==> config.mk <==
export PLATFORM = sky130hd
export DESIGN_NAME = regfile_wr_arbiter
export DESIGN_NICKNAME = d
export VERILOG_FILES = /design/src/rtl/regfile_wr_arbiter.sv
export SDC_FILE = /design/constraint.sdc
export NUM_CORES = 1
export LEC_CHECK = 0
export ABC_AREA = 1
export BUFFER_PORTS_ARGS = -buffer_cell sky130_fd_sc_hd__buf_4
export CAP_MARGIN = 25
export CORE_MARGIN = 4
export CORE_UTILIZATION = 45
export DETAILED_ROUTE_END_ITERATION = 16
export HOLD_SLACK_MARGIN = 0.1
export PLACE_DENSITY = 0.77
export SKIP_CTS_REPAIR_TIMING = 1
export SYNTH_ARGS = -nofsm -noshare
export SYNTH_HDL_FRONTEND = slang
export SYNTH_SLANG_ARGS = --single-unit
==> constraint.sdc <==
create_clock -name clk -period 1.6 [get_ports clk]
set_clock_uncertainty 0.15 [all_clocks]
set_input_delay 0.4 -clock clk [delete_from_list [all_inputs] [get_ports clk]]
set_output_delay 0.4 -clock clk [all_outputs]
set_load 0.02 [all_outputs]
==> src/rtl/regfile_wr_arbiter.sv <==
// Write-port arbiter for a 32-entry register file: zero-init sweep of r1..r(2**AW-1),
// then round-robin sharing of the single write port between two valid/ready requesters.
module regfile_wr_arbiter #(
    parameter int DW = 32,
    parameter int AW = 5
) (
    input  logic          clk,
    input  logic          rst,
    input  logic          clear_req,
    input  logic          req0_valid,
    input  logic [AW-1:0] req0_addr,
    input  logic [DW-1:0] req0_data,
    output logic          req0_ready,
    input  logic          req1_valid,
    input  logic [AW-1:0] req1_addr,
    input  logic [DW-1:0] req1_data,
    output logic          req1_ready,
    output logic          rf_wr,
    output logic          rf_en,
    output logic [AW-1:0] rf_sel,
    output logic [DW-1:0] rf_data,
    output logic          init_done,
    output logic [15:0]   wr_count
);

    localparam logic [0:0]    ST_INIT = 1'b0;
    localparam logic [0:0]    ST_RUN  = 1'b1;
    localparam logic [AW-1:0] ADDR_ONE = {{(AW-1){1'b0}}, 1'b1};

    logic [0:0]    state_reg;
    logic [AW-1:0] init_addr_reg;
    logic          last_grant_reg;

    logic          grant;
    logic          fire;
    logic [AW-1:0] win_addr;
    logic [DW-1:0] win_data;

    // With both valid, the requester that did not win last gets the port.
    always_comb begin
        grant = 1'b0;
        if (req0_valid && req1_valid) begin
            grant = ~last_grant_reg;
        end else if (req1_valid) begin
            grant = 1'b1;
        end
        fire       = (state_reg == ST_RUN) && !clear_req && (req0_valid || req1_valid);
        req0_ready = fire && !grant;
        req1_ready = fire && grant;
        win_addr   = grant ? req1_addr : req0_addr;
        win_data   = grant ? req1_data : req0_data;
    end

    assign init_done = (state_reg == ST_RUN);

    always_ff @(posedge clk or negedge rst) begin
        if (!rst) begin
            state_reg      <= ST_INIT;
            init_addr_reg  <= ADDR_ONE;
            last_grant_reg <= 1'b1;
            rf_wr          <= 1'b0;
            rf_en          <= 1'b0;
            rf_sel         <= '0;
            rf_data        <= '0;
            wr_count       <= '0;
        end else begin
            rf_en <= 1'b1;
            if (clear_req) begin
                state_reg     <= ST_INIT;
                init_addr_reg <= ADDR_ONE;
                rf_wr         <= 1'b0;
                wr_count      <= '0;
            end else if (state_reg == ST_INIT) begin
                // init_addr wraps to 0 after the last entry; that marks the sweep as finished.
                if (init_addr_reg != '0) begin
                    rf_wr         <= 1'b1;
                    rf_sel        <= init_addr_reg;
                    rf_data       <= '0;
                    init_addr_reg <= init_addr_reg + ADDR_ONE;
                end else begin
                    rf_wr     <= 1'b0;
                    state_reg <= ST_RUN;
                end
            end else if (fire) begin
                last_grant_reg <= grant;
                // r0 is hardwired zero: accept the transfer but never write it.
                rf_wr <= (win_addr != '0);
                if (win_addr != '0) begin
                    rf_sel  <= win_addr;
                    rf_data <= win_data;
                    if (wr_count != 16'hFFFF) begin
                        wr_count <= wr_count + 16'd1;
                    end
                end
            end else begin
                rf_wr <= 1'b0;
            end
        end
    end

endmodule

==> metrics.txt <==
status=finished with violations; violated checks=setup timing; Peak VDD IR=0.543 mV; Max-cap violations=0; Most used DFF post-synth=dfrtp_1; Setup violations, final=57; Synth cell types=26; Via Count=4,248; via/cell ratio=5.17; CTS tree=built; asr flop ratio synth=1.00; multi-input logic area=1980 µm²; placed cells=774; DR iter-0 viols=186; number of global-route vias before repair=3,818; top cells by area, synth=dfrtp_1 41%, nand2_1 15%, nand3_1 9.7%, nor2_1 8.4%, o21ai_0 5.7%; post-DP HPWL=8.13 mm; initial core utilization=0.472; CP max FO=4; Core Footprint=7850 µm²; WL/cell=15.2 µm; DRC violations left=0; EDFF count, synth=0; Clk Latency, worst-skew pair=340 ps; CTS max path bufs=2; H-Tree Depth=3; Largest Register=rf_data; row count=32; P_leak=3.18 nW; HP Class=input pin to flip-flop; Post-synth top cells=144 x nand2_1, 83 x nor2_1, 72 x nand3_1; Chip Width=98.8 µm; port bufs=136; Power Total=0.00784 W; total track usage=0.222; final WL=12.5 mm; sequential element share of the synthesized area=0.419; #FFs+latches synth=62; DIE HEIGHT=98.8 µm; total CTS buffers=9; clock sinks=62; TritonRoute pass-1 iters=5; share of layout cells above drive strength 1=0.389; WP data arrival=1470 ps; post-route minimum period=2020 ps; syn nets=597; Die Area=9750 µm²; Final Non-Filler Cells=821; Pwr Density=1350 nW/µm²; cell with the most instances after synthesis=nand2_1; CP Data Required Time=1050 ps; grt ovf=0; Post-Syn Area=3710 µm²; # nets final=796; Yosys top cell by area=dfrtp_1; Storage cell area=1560 µm²; Place WS=-315 ps; crit path capture type=output pin; yosys warns=0; Syn-to-layout area delta=56.9%; fmax=495 MHz; initial antenna violation count=0; Synth top area share=0.405; largest registers=rf_data: 32 flops, wr_count: 16 flops; routability cong.=0.921; I/O pin total=137; final worst path period share=1.26; kind of critical path=flip-flop to output pin; Routed Antenna Nets=0; Syn Area/Cell=7.20 µm²; CTS root buffer=clkbuf_8; first-pass GRT wire length=17.8 mm; Hold Slack=275 ps; Post-Route Utilization=0.741; max-slew violation count=0; PnR worst setup slack=-421 ps; Filler cells=592; Startpoint Class=flip-flop; clock-pin slew on the worst setup and hold paths=70 ps; largest net degree at the start of global routing=63; Final Hold Fails=0; max reg flops=32; RSZ-0062 raised after global routing=true; Syn Inst Count=515; n_diodes=0
[layout make-up]
class | count | share of cell area
multi-input cells | 391 | 0.341
repair buffers | 215 | 0.316
flip-flops and latches | 62 | 0.268
clock buffers | 10 | 0.0237
inverters | 35 | 0.0230
well taps | 102 | 0.0220
clock inverters | 6 | 0.00646
[power breakdown]
| group | switching, W | internal [W] |
|---|---|---|
| sequential | 0.000306 | 0.00210 |
| clock | 0.000655 | 0.000595 |
| combinational | 0.00236 | 0.00182 |
| total | 0.00332 | 0.00451 |
[cells in the final DEF, fill, tap and decap left out, drive strengths merged]
| cell type | instances |
|---|---|
| buf | 211 |
| nand2 | 150 |
| nor2 | 89 |
| nand3 | 83 |
| dfrtp | 60 |
| o21ai | 44 |
| inv | 35 |
| clkbuf | 13 |
| xor2 | 12 |
| nand4 | 5 |
| clkinv | 3 |
| clkinvlp | 3 |
| ha | 3 |
| nand3b | 2 |
| dfstp | 2 |
| nor3 | 1 |
| a21oi | 1 |
| dlygate4sd3 | 1 |
| conb | 1 |
[layer usage]
layer,up-vias,GRT usage,routed length (µm)
li1,2047,-,-
met2,174,0.370,6350
met4,0,0.0662,166
met5,-,0,0
met3,17,0.0566,931
met1,2010,0.284,5060
[kinds of logic (layout without fill, tap and decap cells)]
logic type                 after synthesis  count (layout)  share of synthesized area
DFF                                     62              62                      0.419
xor gates and xnor gates                12              12                     0.0284
AOI/OAI and AO/OA                       45              45                     0.0608
and+or+nand+nor                        328             330                      0.393
adders and majority gates                3               3                     0.0101
other                                    1               1                    0.00101
buffers and inverters                   64             266                     0.0874
[critical path, cell delays in order, from the launching register on]
cell,delay (ps)
dfstp_2,560
nand2_4,70
nand2_4,110
inv_4,50
buf_8,110
nor2_4,100
buf_6,130
[final timing paths]
check	start	end	slack (ps)	cells after the start
setup / recovery	last_grant_reg$_DFFE_PN1P_	req0_ready	-420	6
hold / removal	req0_data[2]	rf_data[2]$_DFFE_PN0P_	280	5
setup reg to reg	last_grant_reg$_DFFE_PN1P_	wr_count[14]$_DFFE_PN0P_	-370	12
hold reg to reg	rf_data[19]$_DFFE_PN0P_	rf_data[19]$_DFFE_PN0P_	320	2
max in group asynchronous	rst	init_addr_reg[0]$_DFFE_PN1P_	530	3
min in group asynchronous	rst	rf_data[1]$_DFFE_PN0P_	440	3
[metrics by stage]
step	cell area (µm²)	setup TNS, ps
4_1_cts	5280	-16480
3_5_place_dp	5100	-15240
5_1_grt	5810	-23960
6_report	5810	-18820
2_1_floorplan	3760	-4410
3_3_place_gp	5100	-11430
Note: power is estimated with default switching activity, not from simulation.
